### config.mk
export PLATFORM = sky130hd
export DESIGN_NAME = arp_cache_table
export DESIGN_NICKNAME = d
export VERILOG_FILES = /design/src/rtl/arp_cache_table.sv
export SDC_FILE = /design/constraint.sdc
export NUM_CORES = 1
export LEC_CHECK = 0
export ABC_AREA = 1
export BUFFER_PORTS_ARGS = -buffer_cell sky130_fd_sc_hd__buf_2
export CORE_MARGIN = 2
export CORE_UTILIZATION = 43
export DETAILED_ROUTE_END_ITERATION = 8
export PLACE_DENSITY = 0.65
export SYNTH_ARGS = -nofsm -noshare
export SYNTH_HDL_FRONTEND = slang
export SYNTH_SLANG_ARGS = --single-unit
### constraint.sdc
create_clock -name aclk -period 8.7 [get_ports aclk]
set_input_delay 0.435 -clock aclk [delete_from_list [all_inputs] [get_ports aclk]]
set_output_delay 0.435 -clock aclk [all_outputs]
set_load 0.05 [all_outputs]
### src/rtl/arp_cache_table.sv
// Multi-entry IP-to-MAC cache: learn with refresh/oldest-replacement, tick aging,
// flush, and a three-state lookup pipeline that triggers an ARP request on miss.
module arp_cache_table #(
  parameter int ENTRIES = 4,
  parameter int TTL     = 300,
  parameter int AGE_W   = 16
) (
  input  logic                           aclk,
  input  logic                           aresetn,
  input  logic                           learn_valid,
  input  logic [31:0]                    learn_ip,
  input  logic [47:0]                    learn_mac,
  input  logic                           lookup_valid,
  input  logic [31:0]                    lookup_ip,
  output logic                           lookup_ready,
  output logic                           lookup_done,
  output logic                           lookup_hit,
  output logic [47:0]                    lookup_mac,
  output logic                           arp_rq_start,
  output logic [31:0]                    arp_rq_ip,
  input  logic                           tick,
  input  logic                           flush,
  output logic [$clog2(ENTRIES+1)-1:0]   entry_count
);

  localparam int IW = $clog2(ENTRIES);
  localparam int CW = $clog2(ENTRIES + 1);

  typedef enum logic [1:0] {S_IDLE, S_COMPARE, S_RESP} state_t;

  state_t             r_state;
  state_t             w_state_next;

  logic [ENTRIES-1:0] r_valid;
  logic [31:0]        r_ip  [ENTRIES];
  logic [47:0]        r_mac [ENTRIES];
  logic [AGE_W-1:0]   r_age [ENTRIES];
  logic [CW-1:0]      r_count;

  logic [31:0]        r_cap_ip;
  logic               r_done;
  logic               r_hit;
  logic [47:0]        r_mac_out;
  logic               r_arp_start;
  logic [31:0]        r_arp_ip;

  logic [ENTRIES-1:0] w_learn_match;
  logic [ENTRIES-1:0] w_cmp_match;
  logic [ENTRIES-1:0] w_wr;
  logic [ENTRIES-1:0] w_valid_next;
  logic [AGE_W-1:0]   w_age_next [ENTRIES];
  logic [IW-1:0]      w_match_idx;
  logic [IW-1:0]      w_free_idx;
  logic [IW-1:0]      w_min_idx;
  logic [AGE_W-1:0]   w_min_age;
  logic [IW-1:0]      w_tgt;
  logic [CW-1:0]      w_count_next;
  logic [47:0]        w_cmp_mac;
  logic               w_bypass;
  logic               w_cmp_hit;
  logic [47:0]        w_cmp_mac_sel;

  // Per-entry match and next-state; flush dominates learn, learn dominates aging.
  generate
    for (genvar gi = 0; gi < ENTRIES; gi++) begin : g_entry
      assign w_learn_match[gi] = r_valid[gi] && (r_ip[gi] == learn_ip);
      assign w_cmp_match[gi]   = r_valid[gi] && (r_ip[gi] == r_cap_ip);
      assign w_wr[gi]          = learn_valid && !flush && (w_tgt == IW'(gi));
      assign w_valid_next[gi]  = flush ? 1'b0 :
                                 w_wr[gi] ? 1'b1 :
                                 (tick && r_valid[gi] && r_age[gi] <= AGE_W'(1)) ? 1'b0 :
                                 r_valid[gi];
      assign w_age_next[gi]    = flush ? '0 :
                                 w_wr[gi] ? AGE_W'(TTL) :
                                 (tick && r_valid[gi]) ?
                                   ((r_age[gi] <= AGE_W'(1)) ? '0 : r_age[gi] - AGE_W'(1)) :
                                 r_age[gi];
    end
  endgenerate

  // Learn target: existing binding, else lowest free slot, else oldest (lowest index on ties).
  always_comb begin
    w_match_idx = '0;
    w_free_idx  = '0;
    for (int i = ENTRIES - 1; i >= 0; i--) begin
      if (w_learn_match[i]) w_match_idx = IW'(i);
      if (!r_valid[i])      w_free_idx  = IW'(i);
    end
    w_min_idx = '0;
    w_min_age = r_age[0];
    for (int i = 1; i < ENTRIES; i++) begin
      if (r_age[i] < w_min_age) begin
        w_min_idx = IW'(i);
        w_min_age = r_age[i];
      end
    end
    if (|w_learn_match)  w_tgt = w_match_idx;
    else if (~&r_valid)  w_tgt = w_free_idx;
    else                 w_tgt = w_min_idx;
  end

  always_comb begin
    w_count_next = '0;
    for (int i = 0; i < ENTRIES; i++) begin
      w_count_next = w_count_next + CW'(w_valid_next[i]);
    end
  end

  // Learned IPs are unique in the table, so OR-combining matched MACs is safe.
  always_comb begin
    w_cmp_mac = '0;
    for (int i = 0; i < ENTRIES; i++) begin
      if (w_cmp_match[i]) w_cmp_mac = w_cmp_mac | r_mac[i];
    end
  end

  assign w_bypass      = learn_valid && (learn_ip == r_cap_ip);
  assign w_cmp_hit     = !flush && (w_bypass || (|w_cmp_match));
  assign w_cmp_mac_sel = flush ? '0 : (w_bypass ? learn_mac : w_cmp_mac);

  always_ff @(posedge aclk or negedge aresetn) begin
    if (!aresetn) begin
      r_valid <= '0;
      r_count <= '0;
      for (int i = 0; i < ENTRIES; i++) begin
        r_ip[i]  <= '0;
        r_mac[i] <= '0;
        r_age[i] <= '0;
      end
    end else begin
      r_valid <= w_valid_next;
      r_count <= w_count_next;
      for (int i = 0; i < ENTRIES; i++) begin
        r_age[i] <= w_age_next[i];
        if (w_wr[i]) begin
          r_ip[i]  <= learn_ip;
          r_mac[i] <= learn_mac;
        end
      end
    end
  end

  always_ff @(posedge aclk or negedge aresetn) begin
    if (!aresetn) r_state <= S_IDLE;
    else          r_state <= w_state_next;
  end

  always_comb begin
    w_state_next = r_state;
    case (r_state)
      S_IDLE:    if (lookup_valid) w_state_next = S_COMPARE;
      S_COMPARE: w_state_next = S_RESP;
      S_RESP:    w_state_next = S_IDLE;
      default:   w_state_next = S_IDLE;
    endcase
  end

  // Result registers load on the COMPARE->RESP edge so they are visible during RESP.
  always_ff @(posedge aclk or negedge aresetn) begin
    if (!aresetn) begin
      r_cap_ip    <= '0;
      r_done      <= 1'b0;
      r_hit       <= 1'b0;
      r_mac_out   <= '0;
      r_arp_start <= 1'b0;
      r_arp_ip    <= '0;
    end else begin
      r_done      <= (r_state == S_COMPARE);
      r_arp_start <= (r_state == S_COMPARE) && !w_cmp_hit;
      if (r_state == S_IDLE && lookup_valid) r_cap_ip <= lookup_ip;
      if (r_state == S_COMPARE) begin
        r_hit     <= w_cmp_hit;
        r_mac_out <= w_cmp_mac_sel;
        if (!w_cmp_hit) r_arp_ip <= r_cap_ip;
      end
    end
  end

  assign lookup_ready = (r_state == S_IDLE);
  assign lookup_done  = r_done;
  assign lookup_hit   = r_hit;
  assign lookup_mac   = r_mac_out;
  assign arp_rq_start = r_arp_start;
  assign arp_rq_ip    = r_arp_ip;
  assign entry_count  = r_count;

endmodule

# Word-level counts from Yosys, hierarchy flattened
# Index checks and enable logic that the tools add are counted.
word_totals:
  latchBits: 0
  word_cells: 142
  n_memories: 0
  reg_bits: 508
  input_bits: 118
  out_inout_bits: 87
  mem_bits_ro: 0
  ramBits: 0
classes:
  div: 0
  muxes: 51
  bitwise_logic: 4
  n_reduce_logical: 38
  n_lt_le_gt_ge: 7
  mul: 0
  n_shift: 0
  n_addsub: 7
  eq_ne: 14
ops:
  columns: ["op", "count"]
  rows:
  - ["== test 32 bit", 9]
  - ["two-way mux 16 bit", 18]
  - ["two-way mux 48 bit", 6]
  - ["OR 48 bit", 3]
  - ["<= comparator 16 x 1 -> 1 bit, second input constant", 4]
  - ["subtractor 16 x 1 -> 16 bit, second input constant", 4]
  - ["less-than comparator 16 bit", 3]
  - ["two-way mux 2 bit", 13]
  - ["logical AND 1 bit", 25]
  - ["two-way mux 1 bit", 13]
  - ["nonzero test 3 bit", 4]
  - ["OR reduction 4 bit", 2]
  - ["== test 2 x 1 -> 1 bit, second input constant", 2]
  - ["== test 2 bit, second input constant", 2]
  - ["zero test 2 bit", 2]
  - ["one-hot mux 2 bit (2 select lines)", 1]
  - ["AND reduction 4 bit", 1]
  - ["adder 2 x 1 -> 3 bit", 1]
  - ["adder 3 x 1 -> 3 bit", 1]
  - ["adder 1 x 1 -> 2 bit", 1]
  - ["zero test 1 bit", 2]
  - ["inequality test 2 bit, second input constant", 1]
  - ["AND reduction 2 bit", 1]
  - ["logical OR 1 bit", 1]
  - ["NOT 1 bit", 1]

# Depth between registers and ports, before layout
# Gate-level depths: netlist of run 1.
depth:
  depth_word: 15
  depth_mapped: 46
  ltp_nobuf: 42

# Worst setup path after synthesis of run 1
# Ideal clock, no wire load.
synth_path:
  path_type: "flip-flop to flip-flop"
  startpoint: "register r_age[47] (netlist name)"
  endpoint: "register r_count[1] (netlist: entry_count[1])"
  path_slack_ns: 2.758
  setup_ns: 0.126
  path_stages_with_launch: 31
  synth_period_minus_slack_ns: 5.942
  arrival_ns: 5.816
  required_time_ns: 8.574
  path_buffers: 4
  cell_sequence: "dfrtp_1 -> ha_1 -> a21oi_1 -> o21ai_0 -> nor2_2 -> nand2_4 -> clkbuf_1 -> o21ai_0 -> ha_1 -> a21oi_1 -> nor2_1 -> a2111oi_0 -> nand2_2 -> clkbuf_1 -> nand2_1 -> o21ai_0 -> ha_1 -> a21oi_1 -> nor2_1 -> a2111oi_0 -> nand2_1 -> nand2_1 -> nand2_1 -> a21boi_4 -> nand3_4 -> buf_6 -> buf_6 -> a21oi_1 -> fa_1 -> ha_1 -> ha_1"
synth_between:
  elab_chain_cells: 15
  word_cells_on_any_way: 32
  classes_between: "add/sub (3); order compare (4); eq/ne (3); mux (16); reduce/logical (6)"
synth_lines:
  columns: ["element", "line_no", "source"]
  rows:
  - ["start, declared", "37", "logic [AGE_W-1:0] r_age [ENTRIES];"]
  - ["start signal, assigned by index", "134", "r_age[i] <= w_age_next[i];"]
  - ["less-than comparator 16 bit", "92", "if (r_age[i] < w_min_age) begin"]
  - ["two-way mux 16 bit", "92", null]
  - ["less-than comparator 16 bit", "92", null]
  - ["two-way mux 16 bit", "92", null]
  - ["less-than comparator 16 bit", "92", null]
  - ["two-way mux 2 bit", "92", null]
  - ["two-way mux 2 bit", "98", "else if (~&r_valid) w_tgt = w_free_idx;"]
  - ["two-way mux 2 bit", "97", "if (|w_learn_match) w_tgt = w_match_idx;"]
  - ["== test 2 x 1 -> 1 bit", "68", "assign w_wr[gi] = learn_valid && !flush && (w_tgt == IW'(gi));"]
  - ["logical AND 1 bit", "68", null]
  - ["two-way mux 1 bit (*)", "70", "w_wr[gi] ? 1'b1 :"]
  - ["two-way mux 1 bit (*)", "69", "assign w_valid_next[gi] = flush ? 1'b0 :"]
  - ["named net w_valid_next[1]", "50", "logic [ENTRIES-1:0] w_valid_next;"]
  - ["adder 1 x 1 -> 2 bit (*)", "105", "w_count_next = w_count_next + CW'(w_valid_next[i]);"]
  - ["adder 2 x 1 -> 3 bit (*)", "105", null]
  - ["adder 3 x 1 -> 3 bit (*)", "105", null]
  - ["named net w_count_next[1]", "57", "logic [CW-1:0] w_count_next;"]
  - ["end signal, assigned", "132", "r_count <= w_count_next;"]
  - ["end, declared", "38", "logic [CW-1:0] r_count;"]
# Mark *: on every way through the listed nets, which the timed path passes. The rest lies on a longest branch.
# A chain may end at the register's enable or synchronous reset.

# Worst setup path after layout of run 1
layout_path:
  startpoint: "register r_age[47] (netlist name)"
  endpoint: "register r_count[1] (netlist: entry_count[1])"
layout_between:
  word_cells_on_any_way: 32
  classes_between: "add/sub (3); order compare (4); eq/ne (3); mux (16); reduce/logical (6)"
layout_lines:
  columns: ["element", "line_no"]
  rows:
  - ["less-than comparator 16 bit", "92"]
  - ["two-way mux 16 bit", "92"]
  - ["less-than comparator 16 bit", "92"]
  - ["two-way mux 16 bit", "92"]
  - ["less-than comparator 16 bit", "92"]
  - ["two-way mux 2 bit (*)", "92"]
  - ["two-way mux 2 bit (*)", "98"]
  - ["two-way mux 2 bit (*)", "97"]
  - ["== test 2 bit (*)", "68"]
  - ["logical AND 1 bit (*)", "68"]
  - ["two-way mux 1 bit (*)", "70"]
  - ["two-way mux 1 bit (*)", "69"]
  - ["named net w_valid_next[3]", "50"]
  - ["adder 3 x 1 -> 3 bit (*)", "105"]
  - ["named net w_count_next[1]", "57"]
# Marks and branches as above.

==> results of run 1 <==
==> worst reg2reg max path: cells and delay by family (launching register included) <==
kind / cells / cell delay [ps]
buffers and inverters: 1 / 60
flip-flops: 1 / 440
AO/OA/AOI/OAI: 9 / 2490
AND/OR/NAND/NOR: 13 / 2150
adder cells (fa/ha/maj): 6 / 1850
==> power by group through the flow <==
stage	Combinational [mW]	Sequential (mW)	Clock (mW)
floorplan	1.04	3.11	0
global placement	1.79	3.07	0
detailed placement	1.79	3.08	0
CTS	1.80	3.04	2.67
global route	2.00	3.08	2.78
finish	1.83	3.06	2.63
==> layout by cell type (no fill, tap or decap), types with 5 or more instances in the layout <==
cell type / Yosys / final
o21ai_1: 265 / 265
o21ai_2: 27 / 27
clkbuf_8: 0 / 14
o21ai_0: 224 / 224
clkbuf_1: 134 / 9
a221oi_1: 6 / 6
a211oi_1: 10 / 10
nand2_1: 844 / 842
or2_2: 22 / 22
nand4_1: 96 / 96
xnor2_1: 43 / 43
nand3_1: 101 / 101
inv_1: 397 / 396
bufinv_16: 0 / 8
o2111ai_1: 28 / 28
clkinv_1: 7 / 7
xor2_1: 98 / 98
buf_4: 10 / 18
buf_2: 7 / 203
nor3b_1: 5 / 5
clkbuf_16: 0 / 58
nand3b_1: 5 / 5
nor4_1: 41 / 39
o211ai_1: 99 / 99
nor2_1: 186 / 184
a41oi_1: 48 / 48
a2111oi_0: 17 / 17
nand2_2: 19 / 21
nor3_1: 89 / 89
ha_1: 55 / 55
dfrtp_1: 508 / 508
a21oi_1: 31 / 31
dlygate4sd3_1: 0 / 5
o22ai_1: 36 / 36
clkinv_2: 0 / 13
or4_1: 9 / 9
==> registers in the layout, indices dropped and copies added (netlist names) <==
signal and flops:
lookup_mac 48, entry_count 3, r_cap_ip 32, arp_rq_ip 32
lookup_hit 1, lookup_done 1, r_age 64, arp_rq_start 1
r_state 2, r_valid 4, r_ip 128, r_mac 192
==> cell families after synthesis <==
logic type	Yosys count
buffers and inverters	604
and+or+nand+nor	1439
xor gates and xnor gates	141
adders and majority gates	56
DFF	508
AOI/OAI and AO/OA	802
==> stage by stage <==
| step | worst slack [ps] | instance area [um2] |
|---|---|---|
| final | 1610 | 31800 |
| after floorplan | 2760 | 28400 |
| after global placement | 1680 | 29700 |
| after global routing | 895 | 31800 |
| after detailed placement | 1580 | 29700 |
| after CTS | 1580 | 31800 |
==> area by class of cell <==
| cell class | instances | share of cell area |
|---|---|---|
| Multi-Input combinational cell | 2438 | 0.413 |
| Sequential cell | 508 | 0.400 |
| Clock buffer | 81 | 0.0527 |
| Inverter | 407 | 0.0480 |
| Timing Repair Buffer | 231 | 0.0407 |
| Tap cell | 864 | 0.0340 |
| Clock inverter | 28 | 0.0121 |
==> what timing repair did <==
item,CTS,global route
endpoints found under the hold margin,74,0
buffers inserted,0,0
hold buffers,5,0
==> path summary, 6_finish.rpt <==
path	endpoint	slack (ps)	cells after the start
min reg2reg	lookup_mac[13]	470	2
min in group asynchronous	arp_rq_ip[6]	340	2
max	entry_count[1]	1610	29
min	r_cap_ip[8]	10	3
max in group asynchronous	r_mac[182]	6280	4
max reg2reg	entry_count[1]	1610	29
==> routing by layer <==
layer  vias up  routed length [um]  part of all wire
li1      12200                   -                 -
met1     12400               44100              0.42
met2      1172               45700              0.44
met3       245                8730             0.084
met4         0                5290             0.051
met5         -                   0                 0
==> flow_metrics.py, run 1 <==
metrics = {
    "grt": {
        "grt_max_degree": 179,
        "grtUsageMet2": 0.465,
        "met1_usage": 0.417,
        "grt_pass1_wl_mm": 156,
        "grt_pass1_vias": 24800,
        "use_met3": 0.0531,
        "overflow": 0,
        "busiest_layer": "met2",
        "track_usage": 0.303,
        "antenna_found_initial": 0,
    },
    "clock_network": {
        "clk_latency_ps": 640,
        "cts_made_buffers": 58,
        "clk_pin_slew_ps": 60,
        "cts-root-buf": "clkbuf_16",
        "clock-sinks": 508,
        "post_cts_resized": 0,
        "htree_levels": 2,
        "clk_path_buf_depth": 3,
        "cts_tree": "yes",
    },
    "place": {
        "hpwl_mm": 71.3,
        "gp_congestion": 1.06,
        "dpl.cell_count": 4443,
        "port_buffers": 204,
    },
    "setup_path": {
        "crit_start": "r_age[47]",
        "crit_top_cell": "ha_1",
        "critPathLaunchType": "register",
        "crit_slowest_cell": "a2111oi_0",
        "path_max_fanout": 72,
        "critical_path_class": "reg2reg",
        "r2r-start": "r_age[47]",
        "critPathMaxStageDelay_ps": 610,
        "arrival_ps": 7600,
        "critPathTopFamily": "compound AO/OA/AOI/OAI gates",
        "required_ps": 9210,
        "critical_path_buf_inv_count": 1,
        "end_kind": "register",
    },
    "synthesis": {
        "synth_top_family_by_area": "simple AND/OR/NAND/NOR gates",
        "synth-compound-area-share": 0.171,
        "synth_nets": 3724,
        "synthSimpleGateAreaFrac": 0.221,
        "ys_types": 51,
        "yosys_warnings": 0,
        "synth_edf_count": 0,
        "muxShareOfSynthArea": 0,
        "synth_fa_ha_area_frac": 0.0249,
        "yosysMostFrequentCell": "nand2_1",
        "synthFlopType": "dfrtp_1",
        "synthTopCellsByCount": "nand2_1 (844), dfrtp_1 (508), inv_1 (397)",
        "ys_ff_latch": 508,
        "synthXorXnorAreaFrac": 0.0435,
        "syn_inst": 3550,
        "syn_area_per_cell_um2": 8.00,
        "synth-async-reset-ratio": 1.00,
        "yosysSeqAreaShare": 0.448,
        "netlist_top_cells_area": "dfrtp_1 (45%), nand2_1 (11%), inv_1 (5.2%), o21ai_1 (4.7%), o21ai_0 (3.9%)",
        "yosysTopAreaCell": "dfrtp_1",
        "syn-cell-area_mm2": 0.0284,
        "netlist.area_leader.share": 0.448,
    },
    "layout": {
        "regArea_mm2": 0.0127,
        "area_delta_synth_final_pct": 12.1,
        "nets": 3818,
        "fin_cells": 4557,
        "layout-drive-gt1-share": 0.113,
        "multi_input_area_mm2": 0.0131,
        "n_antenna_cell": 0,
        "fin_util": 0.486,
        "fillerInstances": 6515,
    },
    "routing": {
        "antenna_left": 0,
        "drc": 0,
        "drt_iter0_markers": 2740,
        "vias": 25900,
        "routedWlPerCell_um": 22.8,
        "routed_wl_mm": 104,
        "drt_pass1_iterations": 6,
        "avgViaCountPerCell": 5.69,
    },
    "timing": {
        "fin_crit_ps": 7090,
        "hold_violations": 0,
        "rsz0062_at_grt": "false",
        "slew_violations": 0,
        "worst_pin_slew_ps": 1160,
        "fin_crit_sh": 0.816,
        "finClkSkew_ps": 32.3,
        "tns_ps": 0,
        "setup_violations": 0,
        "hold_slack_ps": 10.6,
        "relSlewSlack": 0.229,
        "fmax_mhz": 141,
    },
    "power": {
        "power.share.sequential": 0.407,
        "power_mw": 7.52,
        "clockPowerShare": 0.349,
        "power.density_mw_per_mm2": 236,
        "p_int_mw": 4.78,
        "p_leak_nw": 15.3,
        "switchingPower_mw": 2.74,
        "vdd_drop_max_v": 0.000167,
        "pwr-share-comb": 0.244,
        "swShare": 0.364,
    },
    "min_path": {
        "min_path_type": "in2reg",
        "hold_start": "lookup_ip[8]",
    },
    "floorplan": {
        "initial_utilization": 0.433,
        "rows": 94,
        "die_h_um": 261,
        "die-area_mm2": 0.0681,
        "dieWidth_um": 261,
        "ios": 205,
        "core_mm2": 0.0655,
    },
    "outcome": {
        "outcome": "completed",
    },
    "flow_run": {
        "max_cap_violations": 0,
    },
}
Power figures use the tool's default switching activity.
==> run 2: changes to the inputs <==
==> constraint.sdc (replaced) <==
create_clock -name aclk -period 7 [get_ports aclk]
set_input_delay 0.35 -clock aclk [delete_from_list [all_inputs] [get_ports aclk]]
set_output_delay 0.35 -clock aclk [all_outputs]
set_load 0.05 [all_outputs]
==> flow_metrics.py, run 2 (synthesis gave the netlist of run 1 again) <==
metrics = {
    "setup_path": {
        "crit_slowest_cell": "fa_1",
        "path_max_fanout": 33,
        "required_ps": 7520,
        "critPathLaunchType": "register",
        "critical_path_class": "reg2reg",
        "arrival_ps": 6690,
        "ff2ff_path_depth": 32,
        "critPathMaxStageDelay_ps": 460,
        "end_kind": "register",
    },
    "clock_network": {
        "clock-sinks": 508,
        "clk_path_buf_depth": 3,
        "clk_pin_slew_ps": 60,
        "cts-root-buf": "clkbuf_16",
        "cts_tree": "yes",
        "htree_levels": 2,
        "post_cts_buffers": 0,
        "cts_made_buffers": 56,
        "clk_latency_ps": 650,
    },
    "grt": {
        "grt_pass1_vias": 25000,
        "grtUsageMet2": 0.488,
        "overflow": 0,
        "use_met3": 0.0402,
        "track_usage": 0.306,
        "met1_usage": 0.413,
        "grt_pass1_wl_mm": 157,
        "grt_max_degree": 175,
        "antenna_found_initial": 1,
        "busiest_layer": "met2",
    },
    "layout": {
        "area_delta_synth_final_pct": 13.9,
        "largestRegisters": "r_mac: 192 flops, r_ip: 128 flops, r_age: 64 flops",
        "largest_reg_flops": 192,
        "largest-register": "r_mac",
        "multi_input_area_mm2": 0.0131,
        "nets": 3873,
        "fin_area_mm2": 0.0323,
        "layout-drive-gt1-share": 0.111,
        "fillerInstances": 6437,
        "final_cell_mix": "nand2_1 (842), dfrtp_1 (508), inv_1 (396)",
        "n_antenna_cell": 0,
        "final_common_cell": "nand2_1",
        "regArea_mm2": 0.0127,
    },
    "floorplan": {
        "rows": 94,
        "core_mm2": 0.0655,
        "initial_utilization": 0.433,
        "die_h_um": 261,
        "ios": 205,
        "die-area_mm2": 0.0681,
        "dieWidth_um": 261,
    },
    "timing": {
        "fmax_mhz": 162,
        "worst_pin_slew_ps": 1100,
        "slew_violations": 0,
        "finClkSkew_ps": 35.0,
        "hold_violations": 0,
        "setup_violations": 0,
        "tns_ps": 0,
        "fin_crit_ps": 6180,
        "relSlewSlack": 0.270,
        "fin_crit_sh": 0.882,
        "rsz0062_at_grt": "false",
    },
    "place": {
        "hpwl_mm": 72.8,
        "port_buffers": 204,
        "place_area_mm2": 0.0298,
        "gp_congestion": 1.02,
    },
    "routing": {
        "drc": 0,
        "antenna_left": 0,
        "routed_wl_mm": 105,
        "drt_iter0_markers": 2590,
        "drt_pass1_iterations": 5,
        "avgViaCountPerCell": 5.71,
        "routedWlPerCell_um": 22.9,
        "vias": 26300,
    },
    "power": {
        "vdd_drop_max_v": 0.000203,
        "p_leak_nw": 15.5,
        "power_mw": 9.38,
        "power.density_mw_per_mm2": 290,
    },
    "min_path": {
        "holdPathStages": 3,
        "min_path_type": "in2reg",
    },
    "outcome": {
        "outcome": "completed",
    },
    "flow_run": {
        "max_cap_violations": 0,
    },
}
==> run 2: cell types whose count changed in the layout (fill, tap and decap cells not counted), moves of 2 or more <==
cell / previous run / this run
clkbuf_8: 14 / 9
o21ai_0: 224 / 222
bufinv_16: 8 / 11
clkinv_4: 4 / 1
o21ai_1: 265 / 267
clkinv_2: 13 / 9
clkinvlp_4: 0 / 4
buf_4: 18 / 22
clkbuf_16: 58 / 56
dlygate4sd3_1: 5 / 57
==> run 2: final timing paths <==
check | from | slack (ps) | end
worst max register to register | r_age[47] | 820 | entry_count[1]
min in group asynchronous | aresetn | 260 | arp_rq_ip[9]
worst max-delay path | r_age[47] | 820 | entry_count[1]
worst min register to register | arp_rq_ip[15] | 470 | arp_rq_ip[15]
max in group asynchronous | aresetn | 5280 | lookup_mac[30]
worst min-delay path | learn_mac[38] | 20 | lookup_mac[38]
==> run 2: what timing repair did <==
item	in CTS	in global routing
endpoints found under the hold margin	125	0
gates resized for setup	0	3
hold buffers	57	0
endpoints found under the setup margin	0	2
==> run 2: where the power goes <==
group	leakage (nW)	switching [mW]	total, mW	internal (mW)
clock	0.981	1.30	3.27	1.97
sequential	6.71	0.487	3.80	3.32
combinational	7.78	1.62	2.30	0.676
total	15.5	3.41	9.38	5.97
==> run 2: per-stage QoR <==
step	instances	utilization	hold slack [ps]	worst slack [ps]
2_1_floorplan	3550	-	54.4	1060
3_3_place_gp	4448	0.454	375	665
3_5_place_dp	4448	0.454	376	573
4_1_cts	4605	0.494	1.56	572
5_1_grt	4605	0.494	14.2	121
6_report	4605	0.494	16.7	824
==> run 2: cell type report <==
cell class	count	area share
multi-input combinational	2438	0.406
clock inverter	27	0.0143
tap	864	0.0334
clock buffer	73	0.0481
sequential	508	0.393
timing repair buffer	288	0.0577
inverter	407	0.0472
==> run 2: routing by layer <==
| layer | routed length [um] | part of all wire |
|---|---|---|
| met1 | 44900 | 0.43 |
| met2 | 48000 | 0.46 |
| met3 | 7010 | 0.067 |
| met4 | 5500 | 0.052 |
| met5 | 0 | 0 |
==> run 2: worst max-delay path: cells and delay by family, from the launching register on <==
family / cells / cell delay (ps)
fa+ha+maj: 6 / 1860
compound gates: 9 / 1780
simple gates: 14 / 1560
buf+inv: 3 / 440
flops: 1 / 420
==> run 3: changes to the inputs <==
--- a/config.mk
+++ b/config.mk
@@ -9,8 +9,9 @@
 export BUFFER_PORTS_ARGS = -buffer_cell sky130_fd_sc_hd__buf_2
 export CORE_MARGIN = 2
 export CORE_UTILIZATION = 43
+export CTS_CLUSTER_DIAMETER = 40
 export DETAILED_ROUTE_END_ITERATION = 8
-export PLACE_DENSITY = 0.65
+export PLACE_DENSITY = 0.67
 export SYNTH_ARGS = -nofsm -noshare
 export SYNTH_HDL_FRONTEND = slang
 export SYNTH_SLANG_ARGS = --single-unit
==> constraint.sdc (replaced) <==
create_clock -name aclk -period 5.1 [get_ports aclk]
set_input_delay 0.255 -clock aclk [delete_from_list [all_inputs] [get_ports aclk]]
set_output_delay 0.255 -clock aclk [all_outputs]
set_load 0.05 [all_outputs]
==> flow_metrics.py, run 3 (synthesis gave the netlist of run 1 again) <==
metrics = {
    "setup_path": {
        "path_max_fanout": 6,
        "crit_start": "r_age[61]",
        "reg2reg_slack_ps": -450,
        "ff2ff_path_depth": 37,
        "arrival_ps": 6060,
        "crit_slowest_cell": "fa_1",
        "critical_path_class": "reg2reg",
        "critPathLaunchType": "register",
        "r2r-start": "r_age[61]",
        "r2r_end": "entry_count[1]",
        "critPathMaxStageDelay_ps": 450,
        "crit_top_cell": "buf_4",
        "required_ps": 5610,
        "end_kind": "register",
    },
    "timing": {
        "layout_setup_ws_ps": -448,
        "fmax_mhz": 180,
        "relSlewSlack": 0.296,
        "finClkSkew_ps": 24.2,
        "worst_pin_slew_ps": 1050,
        "rsz0062_at_grt": "true",
        "hold_violations": 0,
        "slew_violations": 0,
        "fin_crit_sh": 1.09,
        "setup_violations": 177,
        "tns_ps": -17030,
        "fin_crit_ps": 5550,
    },
    "power": {
        "power.share.sequential": 0.343,
        "power.density_mw_per_mm2": 423,
        "switchingPower_mw": 5.26,
        "swShare": 0.348,
        "p_leak_nw": 17.0,
        "vdd_drop_max_v": 0.000233,
        "pwr-share-comb": 0.244,
        "p_int_mw": 9.86,
        "clockPowerShare": 0.412,
    },
    "clock_network": {
        "cts_tree": "yes",
        "clk_latency_ps": 640,
        "cts_made_buffers": 86,
        "clock-sinks": 508,
        "htree_levels": 3,
        "cts-root-buf": "clkbuf_16",
        "clk_path_buf_depth": 3,
        "clk_pin_slew_ps": 50,
    },
    "grt": {
        "grt_pass1_vias": 26300,
        "grt_pass1_wl_mm": 161,
        "overflow": 0,
        "grt_max_degree": 147,
        "antenna_found_initial": 2,
        "track_usage": 0.310,
    },
    "place": {
        "hpwl_mm": 71.7,
        "port_buffers": 204,
        "gp_congestion": 1.07,
        "place_ws_ps": -619,
    },
    "floorplan": {
        "rows": 94,
        "die-area_mm2": 0.0681,
        "dieWidth_um": 261,
        "die_h_um": 261,
        "initial_utilization": 0.433,
        "core_mm2": 0.0655,
        "ios": 205,
    },
    "min_path": {
        "holdPathStages": 2,
        "hold_end": "r_valid[1]",
        "min_path_type": "in2reg",
        "hold_start": "flush",
    },
    "layout": {
        "nets": 4069,
        "layout-drive-gt1-share": 0.177,
        "largestRegisters": "r_mac: 192 flops, r_ip: 128 flops, r_age: 64 flops",
        "final_common_cell": "nand2_1",
        "final_cell_mix": "nand2_1 (825), dfrtp_1 (508), inv_1 (387)",
        "largest-register": "r_mac",
        "area_delta_synth_final_pct": 25.8,
        "fillerInstances": 6032,
        "largest_reg_flops": 192,
        "n_antenna_cell": 0,
    },
    "flow_run": {
        "max_cap_violations": 0,
    },
    "outcome": {
        "outcome": "complete, but fails checks",
        "failed_checks": "setup timing",
    },
    "routing": {
        "antenna_left": 0,
        "drt_pass1_iterations": 8,
        "drt_iter0_markers": 3296,
        "routed_wl_mm": 110,
        "drc": 0,
        "routedWlPerCell_um": 22.7,
        "avgViaCountPerCell": 5.78,
        "vias": 27900,
    },
}
## run 3: cell types whose count changed in the layout (fill, tap and decap cells not counted), sizes merged
cell         before  now
bufinv           11   14
dlygate4sd3      57   81
inv             401  411
clkinv           18   23
bufbuf            0    1
clkinvlp          4   10
clkbuf           73  114
nand2           868  871
buf             231  363
## run 3: power groups by stage
stage	clock (mW)	combinational, mW	sequential [mW]
5_1_grt	6.48	3.98	5.22
3_3_place_gp	0	3.21	5.20
6_report	6.24	3.70	5.19
3_5_place_dp	0	3.24	5.20
4_1_cts	6.30	3.45	5.14
2_1_floorplan	0	1.81	5.31
## run 3: critical path, delay by kind of cell (launching register included)
kind                     cells  cell delay [ps]
buffers and inverters       15             1860
adder cells (fa/ha/maj)      5             1370
AND/OR/NAND/NOR             11              970
AO/OA/AOI/OAI                6              890
flip-flops                   1              350
## run 3: worst max-delay path by stage
stage / depth (start not counted) / end / slack, ps
2_1_floorplan: 34 / entry_count[1] / -390
3_3_place_gp: 32 / entry_count[1] / -520
3_5_place_dp: 35 / r_mac[22] / -620
4_1_cts: 38 / entry_count[1] / -270
5_1_grt: 40 / entry_count[1] / -720
6_report: 37 / entry_count[1] / -450
## run 3: area by class of cell
class / instances / area (um2) / area share
clock buffer: 108 / 2380 / 0.0665
clock inverter: 51 / 753 / 0.0211
inverter: 407 / 1530 / 0.0428
multi-input combinational: 2441 / 13700 / 0.385
sequential: 508 / 12700 / 0.356
tap: 864 / 1080 / 0.0303
timing repair buffer: 451 / 3530 / 0.0989
## run 3: layer usage
metal	up-vias	track usage	share of wire
met1	13300	0.412	0.40
met2	1485	0.483	0.45
li1	12700	-	-
met4	4	0.166	0.063
met3	412	0.0574	0.087
met5	-	0	0.00023
## run 3: repair_timing
action	CTS	global route
setup buffers	16	8
setup endpoints to repair	373	388
hold buffers	81	0
gates resized for setup	67	81
cloned	5	7
pin swaps	25	30
hold endpoints to repair	342	0
## run 3: per-stage QoR
stage	hold slack (ps)	std cells	total power, mW	cell area (um2)	utilization
final	23.2	4830	15.1	35700	0.545
after global routing	17.2	4830	15.7	35700	0.545
after CTS	12.0	4816	14.9	35100	0.536
after detailed placement	333	4555	8.44	30700	0.469
after global placement	331	4555	8.41	30700	0.469
after floorplan	-40.6	3550	7.12	28500	-
